**config.mk**
```make
export PLATFORM = sky130hd
export DESIGN_NAME = regfile_wb_arbiter
export DESIGN_NICKNAME = d
export VERILOG_FILES = /design/src/rtl/regfile_wb_arbiter.sv
export SDC_FILE = /design/constraint.sdc
export NUM_CORES = 1
export LEC_CHECK = 0
export BUFFER_PORTS_ARGS = -buffer_cell sky130_fd_sc_hd__buf_2
export CORE_ASPECT_RATIO = 1.4
export CORE_MARGIN = 2
export CORE_UTILIZATION = 30
export DETAILED_ROUTE_END_ITERATION = 7
export GPL_TIMING_DRIVEN = 0
export SLEW_MARGIN = 20
export SYNTH_ARGS = -nofsm -noshare
export SYNTH_HDL_FRONTEND = slang
export SYNTH_SLANG_ARGS = --single-unit
```
**constraint.sdc**
```tcl
create_clock -name clk -period 2.2 [get_ports clk]
set_input_delay 0.22 -clock clk [delete_from_list [all_inputs] [get_ports clk]]
set_output_delay 0.22 -clock clk [all_outputs]
set_load 0.02 [all_outputs]
```
**src/rtl/regfile_wb_arbiter.sv**
```systemverilog
// Round-robin owner of the register file write port (ALU vs long-latency unit) plus busy-bit scoreboard.
// Latency: 1 cycle from grant to RegWrite/WriteAddr/WriteData; ready and iss_stall are combinational.
// Backpressure: the loser of a tie sees ready=0 and holds; issue is held by iss_stall on RAW/WAW hazards.
module regfile_wb_arbiter #(
    parameter int DATA_W   = 32,
    parameter int ADDR_W   = 5,
    parameter int NUM_REGS = 32
) (
    input  logic                clk,
    input  logic                rst,
    input  logic                iss_valid,
    input  logic [ADDR_W-1:0]   iss_rs1Addr,
    input  logic [ADDR_W-1:0]   iss_rs2Addr,
    input  logic [ADDR_W-1:0]   iss_rdAddr,
    input  logic                iss_long,
    output logic                iss_stall,
    input  logic                alu_wb_valid,
    input  logic [ADDR_W-1:0]   alu_wb_addr,
    input  logic [DATA_W-1:0]   alu_wb_data,
    output logic                alu_wb_ready,
    input  logic                lu_wb_valid,
    input  logic [ADDR_W-1:0]   lu_wb_addr,
    input  logic [DATA_W-1:0]   lu_wb_data,
    output logic                lu_wb_ready,
    output logic                RegWrite,
    output logic [ADDR_W-1:0]   WriteAddr,
    output logic [DATA_W-1:0]   WriteData,
    output logic [NUM_REGS-1:0] sb_busy
);

    // 0 = ALU granted last, 1 = long unit granted last (reset value lets the ALU win the first tie)
    logic                last_grant;
    logic                grant_alu;
    logic                grant_lu;
    logic                xfer;
    logic [ADDR_W-1:0]   sel_addr;
    logic [DATA_W-1:0]   sel_data;
    logic                iss_fire;
    logic [NUM_REGS-1:0] busy_next;

    // Arbitration: a lone requester wins; on a tie the one not granted last time wins
    always_comb begin
        grant_alu = alu_wb_valid && (!lu_wb_valid || last_grant);
        grant_lu  = lu_wb_valid  && (!alu_wb_valid || !last_grant);
        xfer      = grant_alu || grant_lu;
        sel_addr  = grant_lu ? lu_wb_addr : alu_wb_addr;
        sel_data  = grant_lu ? lu_wb_data : alu_wb_data;
    end

    assign alu_wb_ready = grant_alu;
    assign lu_wb_ready  = grant_lu;

    // Hazard check uses registered busy bits only; bit 0 is never set so x0 never stalls
    assign iss_stall = iss_valid &&
                       (sb_busy[iss_rs1Addr] || sb_busy[iss_rs2Addr] || sb_busy[iss_rdAddr]);

    assign iss_fire = iss_valid && !iss_stall && iss_long && (iss_rdAddr != '0);

    // Scoreboard next state: long-unit writeback clears, long issue sets, set applied last so it wins
    always_comb begin
        busy_next = sb_busy;
        if (grant_lu) begin
            busy_next[lu_wb_addr] = 1'b0;
        end
        if (iss_fire) begin
            busy_next[iss_rdAddr] = 1'b1;
        end
        busy_next[0] = 1'b0;
    end

    // Write port register, grant history and scoreboard state
    always_ff @(posedge clk) begin
        if (rst) begin
            RegWrite   <= 1'b0;
            WriteAddr  <= '0;
            WriteData  <= '0;
            sb_busy    <= '0;
            last_grant <= 1'b1;
        end else begin
            RegWrite <= xfer && (sel_addr != '0);
            if (xfer) begin
                WriteAddr  <= sel_addr;
                WriteData  <= sel_data;
                last_grant <= grant_lu;
            end
            sb_busy <= busy_next;
        end
    end

endmodule

```
Word-level counts from Yosys, hierarchy flattened. Index checks and enable logic that the tools add are counted.

Add/subtract/negate cells: 0. $mul: 0. Divide/modulo/power cells: 0. $lt $le $gt $ge: 6. Eq/ne operators: 0. Shifts and indexed selects: 0. Mux-type cells: 14. Bitwise operators: 3. Reductions and logical operators: 20.

Operators with widths (number): 32-bit two-way mux (3); 32-bit AND (1); 32-bit inverter (1); 32-bit OR (1); 5-bit by 6-bit < comparator with 1-bit output (second input constant) (4); 1-bit binary-select mux with 5-bit select (3); 1-bit demux with 5-bit select (2); 5-bit by 1-bit >= comparator with 1-bit output (second input constant) (2); 5-bit nonzero test (2); 1-bit logical AND (9); 1-bit logical OR (5); 1-bit two-way mux (5); 5-bit two-way mux (1); 1-bit logical NOT (4).

Bits in registers: 71. Bits in latches: 0. Memory bits (writable): 0. ROM bits: 0. Input port bits: 95. Output and inout bits: 73. Logic and storage cells: 49. Memories: 0.

Longest topological paths before layout. Gate-level depths: netlist of run 1.

Depth after elaboration: 10. Gate-level depth with buffers: 8. Mapped depth without buffers: 6.

Worst setup path after synthesis of run 1. No wires, ideal clock.

Path kind: flip-flop to output port. Start point: register sb_busy[19]. End point: output iss_stall. Arrival: 2042 ps. Data required time: 1980 ps. Slack: -62 ps. Cell stages (with the launch flop): 6. Path buffers: 0. Path through: dfxtp_1 > mux4_2 > inv_1 > a2111oi_0 > nor4_4 > a31oi_1.

Longest elaborated chain between the ends: 5. Elaborated cells on any way between the ends: 9. Those cells by class: mux: 6; reduce/logical: 3.

Ends and longest elaborated chain: start, declared (line 28) `output logic [NUM_REGS-1:0] sb_busy`; start signal, assigned (line 86) `sb_busy <= busy_next;`; 1-bit binary-select mux with 5-bit select (line 55) `(sb_busy[iss_rs1Addr] || sb_busy[iss_rs2Addr] || sb_busy[iss_rdAddr]);`; 1-bit two-way mux (implied by the code) (line 55); 1-bit logical OR (line 55); 1-bit logical OR (*) (line 55); 1-bit logical AND (*) (line 54) `assign iss_stall = iss_valid &&`; end, declared (line 16) `output logic iss_stall,`.

Every way passes the cells marked *; elsewhere a longest branch is shown, timed or not. The select of a mux whose other input is x is not followed.

Final worst setup path of run 1.
Start point: register sb_busy[22]. End point: output iss_stall.

The elaborated chain is that of the path after synthesis.

==> results of run 1 <==
-- synthesized netlist by cell type, drive strengths merged, types with 2 or more instances --
| library cell | n | area share [%] |
|---|---|---|
| dfxtp | 70 | 33 |
| o21ai | 53 | 6.2 |
| nor2 | 49 | 4.3 |
| mux2i | 42 | 9.8 |
| a2111oi | 33 | 6.7 |
| nor2b | 33 | 4.8 |
| nand2 | 31 | 2.7 |
| nor3b | 31 | 5.4 |
| clkbuf | 29 | 2.5 |
| mux4 | 15 | 7.8 |
| buf | 13 | 1.8 |
| inv | 12 | 1.0 |
| nand3 | 11 | 1.9 |
| mux2 | 7 | 1.8 |
| nand2b | 7 | 1.0 |
| o31ai | 7 | 1.2 |
| a311oi | 6 | 1.2 |
| nand3b | 5 | 0.87 |
| o22ai | 5 | 0.73 |
| nor4 | 4 | 1.3 |
| a21oi | 3 | 0.35 |
| a31oi | 3 | 0.44 |
| nor3 | 3 | 0.35 |
| a211oi | 2 | 0.35 |
| a221oi | 2 | 0.41 |
| o311ai | 2 | 0.41 |
| or3 | 2 | 0.29 |
| or3b | 2 | 0.41 |
-- cells in the final DEF (no fill, tap or decap), types with 3 or more instances in the layout --
cell and count:
sky130_fd_sc_hd__clkbuf_16 9, sky130_fd_sc_hd__nor3_1 3, sky130_fd_sc_hd__a2111oi_0 30, sky130_fd_sc_hd__inv_1 12, sky130_fd_sc_hd__dfxtp_2 11, sky130_fd_sc_hd__a311oi_1 6
sky130_fd_sc_hd__clkbuf_1 26, sky130_fd_sc_hd__nand3_2 3, sky130_fd_sc_hd__nand3b_1 5, sky130_fd_sc_hd__nand3_1 7, sky130_fd_sc_hd__nor2b_1 32, sky130_fd_sc_hd__a21oi_1 3
sky130_fd_sc_hd__o21ai_0 32, sky130_fd_sc_hd__o22ai_1 4, sky130_fd_sc_hd__nand2b_1 7, sky130_fd_sc_hd__nor3b_1 30, sky130_fd_sc_hd__nor2_1 49, sky130_fd_sc_hd__clkbuf_2 3
sky130_fd_sc_hd__buf_4 5, sky130_fd_sc_hd__dfxtp_1 58, sky130_fd_sc_hd__buf_2 158, sky130_fd_sc_hd__mux2_2 4, sky130_fd_sc_hd__nand2_1 30, sky130_fd_sc_hd__mux2i_1 41
sky130_fd_sc_hd__a31oi_1 3, sky130_fd_sc_hd__buf_1 3, sky130_fd_sc_hd__o31ai_1 7, sky130_fd_sc_hd__o21ai_1 21, sky130_fd_sc_hd__mux4_2 15
-- worst max-delay path, delay by kind of cell, from the launching register on --
kind	cells	cell delay, ps
DFF	1	370
buffers and inverters	1	170
muxes	1	490
and+or+nand+nor	2	410
AOI/OAI and AO/OA	2	220
-- timing repair --
item                                    in CTS  in global routing
buffers inserted                             2                  0
pin swaps                                    4                  6
resized for setup                           19                 22
endpoints found under the setup margin      28                 48
-- state kept, by name (all words and copies together) (netlist names) --
register    flops
WriteAddr       5
WriteData      32
RegWrite        1
sb_busy        31
last_grant      1
-- cell type report --
type                            count  area share (%)
Sequential cell                    70           24.43
Inverter                           12          0.7757
Clock inverter                      5           1.401
Timing Repair Buffer              155           13.49
Clock buffer                       11           4.353
Tap cell                          185           3.986
Buffer                             42           3.297
Multi-Input combinational cell    366           48.27
-- through the flow --
step           util, %  power [uW]
2_1_floorplan        -        1780
3_3_place_gp     38.00        2029
3_5_place_dp     38.00        2041
4_1_cts          40.93        3676
5_1_grt          41.55        3819
6_report         41.55        3659
-- kinds of logic (layout without fill, tap and decap cells) --
group	Yosys count	after routing
and+or+nand+nor	181	181
DFF	70	70
AOI/OAI and AO/OA	120	120
other	1	1
buffers and inverters	54	225
muxes	64	64
-- metal layers --
metal,wire (microns),vias up,global-route usage [%],share of wire [%]
li1,-,2161,-,-
met1,6063,2216,22.51,40
met2,7785,228,34.68,51
met3,1123,25,5.687,7.4
met4,298,0,6.267,2.0
met5,0,-,0,0
-- final timing paths --
path                                      end  slack [ps]  cells after the start
worst max-delay path                iss_stall          -5                      6
worst min-delay path            WriteData[29]         160                      3
worst max register to register     sb_busy[1]         100                      6
worst min register to register   WriteAddr[1]         490                      2
-- power by group through the flow --
| stage | logic (uW) | clock network (uW) | registers (uW) |
|---|---|---|---|
| 4_1_cts | 657 | 1650 | 1370 |
| 3_5_place_dp | 644 | 0 | 1400 |
| 6_report | 667 | 1620 | 1370 |
| 3_3_place_gp | 636 | 0 | 1390 |
| 2_1_floorplan | 312 | 0 | 1470 |
| 5_1_grt | 725 | 1720 | 1370 |
==> impl_summary.md, run 1 <==
Power and ir drop
The analysis attributes to net switching a power of 1015 uW. The portion of total power attributed to combinational logic is 18.2%. Dividing total power by cell area gives a power density of 630.0 nW/um^2. Net switching is 27.75% of the power. The share of total power in sequential cells is 37.4%. The largest vdd supply drop is 0.0004043 V. The leakage dissipation is 0.002420 uW. The clock network is responsible for 44.3% of the overall power. The internal power summed over all cells is 2643 uW.

Drt
The detailed-route vias per instance is 5.473. The total number of vias is 4630. In the routed design, unresolved DRC markers number 0. The mean routed wirelength per cell is 18.05 microns. The detail route stage leaves a number of antenna-violating nets equal to 0. In this run, the number of DRC markers left after iteration 0 of detailed routing was 253. The final layout contains routed wiring with a total length of 15.27 mm.

The number of optimization iterations in the first detailed-route pass is 4.

Hold path
In this run the most critical hold path is launched from alu_wb_data[29]. The class of the tightest hold or removal check is in -> reg.

Global routing
The via count of the first global-routing pass is 4554. The number of antenna violations at the first check in global routing is 0. The total congestion overflow is 0. Global routing used 19.61% of the available tracks. The maximum number of pins on one net before global-route repair is 13. The first global-routing pass estimated 24.25 mm of wire.

Finish
The area taken by flip-flops and latches is 1419 sq um. The net count of the finished layout is 751. The number of antenna diodes in the final layout is 0.

With fillers left out, the area of the finished cells amounts to 5807 sq um. The synthesis-to-finish area growth is 34.68%. Leaving out filler cells and counting taps, the final layout contains 846. The multi-input gate area in the final layout is 2803 sq um. The filler cell count in the final layout is 1405. The layout cell share with drive strength beyond 1 is 36.01%.

Critical path
Tracing the worst setup path back leads to its startpoint at sb_busy[22]. The kind of start point of the critical path is a flop. The required time at the worst-slack endpoint is 1980 ps. The slowest stage of the critical path belongs to the cell sky130_fd_sc_hd__mux4_2. The endpoint arrival time on the critical path is 1980 ps.

The category of the worst setup path capture point is a primary output. The peak fanout along the critical path is 5. The critical path's largest stage delay is 490 ps. Traced cell by cell, the critical path runs through mux4_2 > nand2_1 > a21oi_1 > nor4_4 > a31oi_1 > buf_4.

The reg-to-reg critical path startpoint is sb_busy[27]. The critical path is of the reg -> out type.

Synth
In this run, synthesis inferred 0 flip-flops with an integrated enable. After synthesis, the mean cell area works out to 8.799 sq um. After synthesis the netlist holds a flip-flop and latch count of 70.

Summing the areas of all fa, ha and maj instances in the mapped netlist gives 0% of the synthesized area. Of the total synthesized cell area, the portion taken by XOR and XNOR cells is 0%. Counting every instance in the synthesized netlist gives 490. When the netlist entered floorplanning its net count stood at 585. Summing the areas of all compound-gate instances in the mapped netlist gives 18.86% of the synthesized area. The flip-flop cell with the highest count after synthesis is sky130_fd_sc_hd__dfxtp_1. The synthesized netlist devotes 23.74% of its cell area to simple gates. The mux cell area share after synthesis is 19.41%. Sequential cells were found to cover 32.50% of the synthesized design area. The number of distinct standard cells referenced by the synthesized netlist is 44.

The post-synth design cell area is 4312 sq um. For this run, asynchronously set or reset flops after synthesis account for 0%. After synthesis, the largest family of logic cells by area is simple AND/OR/NAND/NOR gates.

The Yosys step of the flow raised 0 warnings.

STA
Once routing completed, OpenROAD measured the worst setup slack at -4.855 ps. The sum of negative setup slack is -4.855 ps. The time the worst path needs with I/O delays and setup is 2205 ps. The worst hold slack is 162.4 ps.

The hold violation count in the final report came to 0. The largest clock skew in the final design is 6.312 ps. Setup repair after global routing could not meet its margin everywhere. The total count of max-transition violations in the final report is 0. Of the available clock period, the critical path in the final layout requires 100.2%.

Setup violations remaining at the end of the flow were counted as 1. The fmax is 0.4535 GHz. Measured against its own limit, the worst slew margin works out to 50.35%.

The slew at the pin with the worst max-slew slack is 744.8 ps.

Run
The number of max-cap violations is 0.

Clocking
In this run, post-CTS hold repair placed 0 buffers. The clock reaches the later pin of the worst-skew pair after 330 ps. The CTS root buffer is sky130_fd_sc_hd__clkbuf_16.

The CTS tree is done. The clock slew seen by the registers of the worst setup and hold paths is 60 ps. The H-tree generated during clock tree synthesis spans 3 levels. TritonCTS created 9 clock buffers.

The clock net in this run drives a total of 70 sinks. The deepest clock path buffer count is 2.

Floorplan
For this design the top-level I/O count stands at 168. The site row count is 51. The die covers 15360 sq um. The starting density of the core is 30.85%. The die is 145.9 microns tall.

The floorplan step defined a core boundary enclosing 13970 sq um. The floorplan step set the die width to 105.3 microns.

Place
The number of input and output port buffers inserted is 153. OpenSTA, run right after detailed placement, puts the worst setup slack at -232.5 ps. The weighted congestion reported at the end of routability-driven placement is 0.9027. The estimated wirelength of the detail-placed design is 11.45 mm. Once placement finished, the instance area stood at 5310 sq um. In this run, placement finished with an instance count of 828.

Outcome
The run finished, with violations left. The checks that failed: setup timing.
Power figures use the tool's default switching activity.
==> inputs of run 2 (changes only) <==
--- a/config.mk
+++ b/config.mk
@@ -7,7 +7,6 @@
 export LEC_CHECK = 0
 export BUFFER_PORTS_ARGS = -buffer_cell sky130_fd_sc_hd__buf_2
 export CORE_ASPECT_RATIO = 1.4
-export CORE_MARGIN = 2
 export CORE_UTILIZATION = 30
 export DETAILED_ROUTE_END_ITERATION = 7
 export GPL_TIMING_DRIVEN = 0
==> run 2 against run 1 <==
The run still ends with setup timing left. Fmax fell by 3.4%. Critical path depth fell by 1. Power rose by 5.5%. Clock-buffer cell count fell by 2. First-iteration DRC count fell by 22%. Largest cell class unchanged.
==> impl_summary.md, run 2 (synthesis results as in run 1) <==
Outcome
Failing checks: setup timing (unchanged). Result of the run: complete, but fails checks (unchanged).

Place
The estimated wirelength of the detail-placed design is 11.29 mm (was 11.45 mm). The weighted congestion reported at the end of routability-driven placement is 0.8921 (was 0.9027). The number of input and output port buffers inserted was 153 (unchanged). The count of placed standard cells including taps is 828 (unchanged).

STA
The sum of negative setup slack is -82.10 ps (was -4.855 ps). The fmax is 0.4382 GHz (was 0.4535 GHz). The worst path setup slack after routing is -82.10 ps (was -4.855 ps). The worst slew margin relative to its limit is 51.28% (was 50.35%).

Unrepaired setup endpoints after global routing: yes (unchanged). The slew at the pin with the worst max-slew slack is 730.7 ps (was 744.8 ps). The final number of setup-violating endpoints is 1 (unchanged). The hold violation count in the final report was 0 (unchanged).

The worst hold slack is 150.1 ps (was 162.4 ps). The time the worst path needs with I/O delays and setup is 2282 ps (was 2205 ps). The largest clock skew in the final design was 6.476 ps (was 6.312 ps). The total count of max-transition violations in the final report is 0 (unchanged). The post-route clock period utilization is 103.7% (was 100.2%).

Finish
The filler cell count in the final layout is 1390 (was 1405). The flip-flop count of the largest register, all copies and words added is 32 (unchanged). The net count of the finished layout is 753 (was 751).

The most frequent standard cell in the layout excluding fill and tap cells is sky130_fd_sc_hd__buf_2 (unchanged). Commonest cells after routing, fill and taps aside: sky130_fd_sc_hd__buf_2 (159), sky130_fd_sc_hd__dfxtp_1 (64), sky130_fd_sc_hd__nor2_1 (49) (was sky130_fd_sc_hd__buf_2 (158), sky130_fd_sc_hd__dfxtp_1 (58), sky130_fd_sc_hd__nor2_1 (49)). The final core area utilization is 41.87% (was 41.55%). The post-route non-filler standard cell count is 848 (was 846). The layout cell share with drive strength beyond 1 is 34.54% (was 36.01%). Registers with the most flip-flops: WriteData (32), sb_busy (31), WriteAddr (5) (unchanged). The register with the highest flop count was WriteData (unchanged).

The synthesis-to-finish area growth is 35.69% (was 34.68%). The count of antenna diodes in the layout is 0 (unchanged).

Power and ir drop
The leakage dissipation is 0.002433 uW (was 0.002420 uW). The post-layout total power is 3860 uW (was 3659 uW). The power density of the placed cells is 659.7 nW/um^2 (was 630.0 nW/um^2). The largest vdd supply drop was 0.0003966 V (was 0.0004043 V).

Critical path
The endpoint arrival time on the critical path is 2060 ps (was 1980 ps). The register-to-register setup slack came to 30 ps (was 100 ps). The startpoint of the most critical setup path is sb_busy[21] (was sb_busy[22]). The start-to-end type of the worst setup path was reg -> out (unchanged). The capture point of the worst path is iss_stall (unchanged). The required time at the worst-slack endpoint came to 1980 ps (about the same). The category of the worst setup path capture point is a primary output (unchanged). The end of the worst register-to-register path is sb_busy[23] (was sb_busy[1]). The kind of start point of the critical path is a flop (unchanged). The length in cells of the worst reg-to-reg path is 7 (was 6). The reg-to-reg critical path startpoint is sb_busy[27] (unchanged). The peak fanout along the critical path was 5 (unchanged).

Floorplan
The die outline area is 14860 sq um (was 15360 sq um). The horizontal die dimension was 103.3 microns (was 105.3 microns). The site row count is 51 (unchanged). The starting density of the core is 30.85% (unchanged). The floorplan die height is 143.9 microns (was 145.9 microns).

The count of boundary I/O pins is 168 (unchanged). The standard cell core area is 13970 sq um (unchanged).

Clocking
The number of hold-repair buffers added at the cts stage was 0 (unchanged). The total number of H-tree levels is 3 (unchanged). The number of clock sinks is 70 (unchanged). The clock latency reported for the late side of the worst-skew pair was 330 ps (about the same). The deepest clock path buffer count was 2 (unchanged).

The CTS tree was done (unchanged). The clock slew seen by the registers of the worst setup and hold paths is 60 ps (about the same). The total clock buffers created by CTS is 9 (unchanged). The CTS root buffer is sky130_fd_sc_hd__clkbuf_16 (unchanged).

Global routing
The via count of the first global-routing pass is 4563 (was 4554). The number of antenna violations at the first check in global routing came to 0 (unchanged). The first-pass GRT wire length is 23.09 mm (was 24.25 mm).

The global routing usage summed across all routing layers is 20.35% (was 19.61%). The total congestion overflow was 0 (unchanged). The maximum number of pins on one net before global-route repair is 14 (was 13).

Drt
The DRC violation total after the first TritonRoute iteration is 197 (was 253). The number of nets with antenna violations after routing is 0 (unchanged). The mean routed wirelength per cell is 17.80 microns (was 18.05 microns). The total number of vias is 4610 (was 4630). The number of optimization iterations in the first detailed-route pass is 4 (unchanged). The count of unresolved DRC violations after routing is 0 (unchanged). The final wirelength is 15.10 mm (was 15.27 mm). The detailed-route vias per instance is 5.436 (was 5.473).

Hold path
The worst hold path cell count is 3 (unchanged). The class of the tightest hold or removal check is in -> reg (unchanged).

Run
The number of max-cap violations came to 0 (unchanged).
-- run 2: cell types whose count changed in the layout (fill, tap and decap cells not counted), moves of 2 or more --
| cell | previous run | this run |
|---|---|---|
| sky130_fd_sc_hd__bufinv_16 | 2 | 4 |
| sky130_fd_sc_hd__clkbuf_1 | 26 | 29 |
| sky130_fd_sc_hd__clkbuf_2 | 3 | 0 |
| sky130_fd_sc_hd__clkbuf_8 | 2 | 0 |
| sky130_fd_sc_hd__dfxtp_1 | 58 | 64 |
| sky130_fd_sc_hd__dfxtp_2 | 11 | 6 |
| sky130_fd_sc_hd__nand3_2 | 3 | 1 |
| sky130_fd_sc_hd__nand3_4 | 1 | 3 |
-- run 2: worst max-delay path, cell delays in order (launching register included) --
cell                       delay (ps)
sky130_fd_sc_hd__dfxtp_2          340
sky130_fd_sc_hd__mux4_2           470
sky130_fd_sc_hd__o2111a_1         280
sky130_fd_sc_hd__nor4_4           330
sky130_fd_sc_hd__a31oi_1          140
sky130_fd_sc_hd__buf_2            180
-- run 2: worst min path at each step --
stage	startpoint	slack, ps	endpoint
2_1_floorplan	alu_wb_data[29]	380	WriteData[29]
3_3_place_gp	WriteData[29]	470	WriteData[29]
3_5_place_dp	WriteAddr[2]	480	WriteAddr[2]
4_1_cts	alu_wb_data[29]	140	WriteData[29]
5_1_grt	alu_wb_addr[2]	150	WriteAddr[2]
6_report	alu_wb_data[29]	150	WriteData[29]
-- run 2: routing by layer --
metal	GRT usage, %	vias up	wire length, microns
met5	0	-	0
met4	9.489	0	333
met3	3.307	30	827
met2	36.14	197	7771
met1	23.41	2213	6165
li1	-	2170	-
-- run 2: area by class of cell --
cell class	count	area [sq um]	share of cell area [%]
multi-input combinational	366	2811	48.05
sequential	70	1409	24.08
timing repair buffer	157	795.8	13.60
tap	185	231.5	3.956
clock buffer	9	225.2	3.849
buffer	42	187.7	3.208
clock inverter	7	145.1	2.481
inverter	12	45.04	0.7699
-- run 2: what timing repair did --
action,CTS,global route
endpoints found under the hold margin,0,0
pin swaps,3,3
gates resized for setup,18,9
gates cloned,0,0
endpoints found under the setup margin,30,52
buffers inserted,2,2
-- run 2: report_power, final --
part	leakage (uW)	switching (uW)	internal, uW
sequential	0.000578	37.2	1330
clock	0.000176	593	1230
combinational	0.00168	412	256
-- run 2: metrics by stage --
step                cell area (sq um)  worst slack (ps)
detailed placement               5310            -238.6
global placement                 5310            -181.3
finish                           5851            -82.10
floorplan                        4313             49.18
global route                     5851            -127.5
CTS                              5772            -89.03
==> inputs of run 3 (changes only) <==
--- a/config.mk
+++ b/config.mk
@@ -6,10 +6,12 @@
 export NUM_CORES = 1
 export LEC_CHECK = 0
 export BUFFER_PORTS_ARGS = -buffer_cell sky130_fd_sc_hd__buf_2
+export CAP_MARGIN = 10
 export CORE_ASPECT_RATIO = 1.4
 export CORE_UTILIZATION = 30
 export DETAILED_ROUTE_END_ITERATION = 7
 export GPL_TIMING_DRIVEN = 0
+export REMOVE_ABC_BUFFERS = 1
 export SLEW_MARGIN = 20
 export SYNTH_ARGS = -nofsm -noshare
 export SYNTH_HDL_FRONTEND = slang
==> constraint.sdc (replaced) <==
create_clock -name clk -period 2.2 [get_ports clk]
set_input_delay 0.11 -clock clk [delete_from_list [all_inputs] [get_ports clk]]
set_output_delay 0.11 -clock clk [all_outputs]
set_load 0.02 [all_outputs]
==> run 3 against run 2 <==
The run now ends clean. Sequential power hardly changed. First-iteration DRC count is 24% lower. Non-clock buffer count is 26 lower. Sequential share of layout area is 0.50 points higher. Combinational power is 4.3% lower. Core utilization is 0.66 points lower. Die area stayed put. Power is 3.7% lower. Register-to-register slack better by 70 ps. Critical path depth is 1 higher. Routed wire length is 0.33% lower. Critical endpoint unchanged. Largest cell class unchanged.
==> impl_summary.md, run 3 (synthesis results as in run 1) <==
STA
The largest clock skew in the final design is 7.556 ps (was 6.476 ps). The fmax is 0.4630 GHz (was 0.4382 GHz). The worst slew margin relative to its limit is 37.20% (was 51.28%). The hold violation count in the final report is 0 (unchanged). The slew at the pin with the worst max-slew slack is 940.9 ps (was 730.7 ps). The time the worst path needs with I/O delays and setup is 2160 ps (was 2282 ps).

The worst path setup slack after routing was 40.29 ps (was -82.10 ps). The total count of max-transition violations in the final report is 0 (unchanged). The final number of setup-violating endpoints is 0 (was 1).

The post-route clock period utilization is 98.17% (was 103.7%). The sum of negative setup slack is 0 ps (was -82.10 ps).

Place
The number of input and output port buffers inserted is 166 (was 153). The estimated wirelength of the detail-placed design was 10.74 mm (was 11.29 mm). The weighted congestion reported at the end of routability-driven placement is 0.9475 (was 0.8921).

The worst setup slack before clock tree synthesis is -212.3 ps (was -238.6 ps). The count of placed standard cells including taps is 799 (was 828).

Drt
The DRC violation total after the first TritonRoute iteration is 149 (was 197). The count of unresolved DRC violations after routing came to 0 (unchanged). The number of optimization iterations in the first detailed-route pass is 4 (unchanged).

The number of nets with antenna violations after routing came to 0 (unchanged). The detailed-route vias per instance is 5.477 (was 5.436). The total number of vias is 4502 (was 4610). The final wirelength is 15.05 mm (was 15.10 mm). The mean routed wirelength per cell is 18.31 microns (was 17.80 microns).

Critical path
The endpoint arrival time on the critical path was 2050 ps (was 2060 ps). The required time at the worst-slack endpoint came to 2090 ps (was 1980 ps). The capture point of the worst path is iss_stall (unchanged).

In this design, the critical path's most frequently occurring cell is sky130_fd_sc_hd__a2111oi_2. The startpoint of the most critical setup path is sb_busy[16] (was sb_busy[21]). The reg-to-reg critical path startpoint is sb_busy[16] (was sb_busy[27]).

The register-to-register setup slack was 100 ps (was 30 ps). The category of the worst setup path capture point was a primary output (unchanged). The critical path's largest stage delay is 410 ps (was 470 ps). The cell class contributing the biggest share of worst-path delay is compound AO/OA/AOI/OAI gates (was multiplexers). The kind of start point of the critical path is a flop (unchanged). The peak fanout along the critical path is 5 (unchanged). The end of the worst register-to-register path is sb_busy[23] (unchanged).

Cells along the critical path: nor2b_1 > a2111oi_2 > a2111oi_2 > nor4_4 > a31oi_1 > buf_4 (was mux4_2 > o2111a_1 > nor4_4 > a31oi_1 > buf_2). The start-to-end type of the worst setup path is reg -> out (unchanged). The logic depth of the worst setup path including buffers was 6 (was 5). The worst-path cell with the longest stage delay is sky130_fd_sc_hd__a2111oi_2 (was sky130_fd_sc_hd__mux4_2). The buffering stage count on the worst path with inverters included is 1 (unchanged). The length in cells of the worst reg-to-reg path is 7 (unchanged).

Power and ir drop
The largest vdd supply drop was 0.0002893 V (was 0.0003966 V). The power density of the placed cells is 645.4 nW/um^2 (was 659.7 nW/um^2). The leakage dissipation came to 0.002409 uW (was 0.002433 uW). The post-layout total power is 3716 uW (was 3860 uW).

Clocking
The total number of H-tree levels came to 3 (unchanged). The number of hold-repair buffers added at the cts stage is 0 (unchanged). The deepest clock path buffer count was 2 (unchanged).

The CTS tree is done (unchanged). The clock slew seen by the registers of the worst setup and hold paths is 60 ps (about the same). The number of clock sinks came to 70 (unchanged). The clock latency reported for the late side of the worst-skew pair is 340 ps (was 330 ps). The CTS root buffer is sky130_fd_sc_hd__clkbuf_16 (unchanged). The total clock buffers created by CTS was 9 (unchanged).

Global routing
The global routing usage summed across all routing layers is 20.05% (was 20.35%). The first-pass GRT wire length was 22.29 mm (was 23.09 mm). The total congestion overflow is 0 (unchanged). The via count of the first global-routing pass came to 4258 (was 4563).

The maximum number of pins on one net before global-route repair is 75 (was 14). The number of antenna violations at the first check in global routing is 0 (unchanged).

Floorplan
The starting density of the core is 30.85% (unchanged). The horizontal die dimension is 103.3 microns (unchanged). The site row count is 51 (unchanged).

The count of boundary I/O pins came to 168 (unchanged). The die outline area is 14860 sq um (unchanged). The floorplan die height is 143.9 microns (unchanged). The standard cell core area is 13970 sq um (unchanged).

Finish
The most frequent standard cell in the layout excluding fill and tap cells is sky130_fd_sc_hd__buf_2 (unchanged). Registers with the most flip-flops: WriteData (32), sb_busy (31), WriteAddr (5) (unchanged). The flip-flop count of the largest register, all copies and words added is 32 (unchanged). The post-route non-filler standard cell count is 822 (was 848). The register with the highest flop count is WriteData (unchanged).

The net count of the finished layout is 727 (was 753). The count of antenna diodes in the layout is 0 (unchanged). The filler cell count in the final layout is 1371 (was 1390). The synthesis-to-finish area growth is 33.55% (was 35.69%). The final core area utilization is 41.20% (was 41.87%). The layout cell share with drive strength beyond 1 was 37.83% (was 34.54%). Commonest cells after routing, fill and taps aside: sky130_fd_sc_hd__buf_2 (163), sky130_fd_sc_hd__dfxtp_1 (61), sky130_fd_sc_hd__nor2_1 (49) (was sky130_fd_sc_hd__buf_2 (159), sky130_fd_sc_hd__dfxtp_1 (64), sky130_fd_sc_hd__nor2_1 (49)).

Hold path
The class of the tightest hold or removal check is in -> reg (unchanged).

Run
The number of max-cap violations is 0 (unchanged).

Outcome
Result of the run: completed (was complete, but fails checks).
## run 3: changes by cell type in the layout (fill, tap and decap cells not counted), sizes merged
| cell | change |
|---|---|
| clkbuf | -27 |
| buf | +3 |
| bufinv | -1 |
| inv | -1 |
## run 3: stage by stage
stage	area, sq um	hold WS (ps)
floorplan	4124	182.1
global placement	5186	377.1
detailed placement	5195	393.8
CTS	5648	27.38
global route	5758	42.13
finish	5758	40.65
## run 3: area by class of cell
class	instances	area, sq um	area share (%)
clock inverter	5	106.4	1.847
sequential	70	1415	24.58
multi-input combinational	366	2823	49.02
inverter	12	45.04	0.7823
clock buffer	11	242.7	4.216
tap	185	231.5	4.020
timing repair buffer	173	894.6	15.54
## run 3: metal layers
layer  vias to the layer above  track usage, %  wire (microns)
met3                        33           5.982            1314
met4                         0           9.933             413
met1                      2142           21.76            5980
met2                       207           34.91            7339
li1                       2120               -               -
met5                         -               0               0
## run 3: worst min path at each step
stage               startpoint            end  depth (start not counted)
6_report       alu_wb_data[29]  WriteData[29]                          3
3_5_place_dp   alu_wb_data[29]  WriteData[29]                          3
2_1_floorplan              rst   WriteAddr[0]                          1
5_1_grt        alu_wb_data[29]  WriteData[29]                          3
3_3_place_gp   alu_wb_data[29]  WriteData[29]                          3
4_1_cts        alu_wb_data[29]  WriteData[29]                          3
## run 3: repair_timing
action / CTS / global route
pin swaps: 6 / 5
resized for setup: 14 / 23
buffers inserted: 8 / 1
setup endpoints to repair: 30 / 31
## run 3: worst reg2reg max path: stages (launching register included)
cell                        delay [ps]
sky130_fd_sc_hd__dfxtp_1           340
sky130_fd_sc_hd__nor2b_1           160
sky130_fd_sc_hd__a2111oi_2         410
sky130_fd_sc_hd__a2111oi_2         120
sky130_fd_sc_hd__nor4_4            370
sky130_fd_sc_hd__buf_4             200
sky130_fd_sc_hd__nand3_4           150
sky130_fd_sc_hd__o31ai_1           260
## run 3: report_power, final
group	internal (uW)	switching [uW]
registers	1330	46.6
logic	248	391
clock network	1140	557
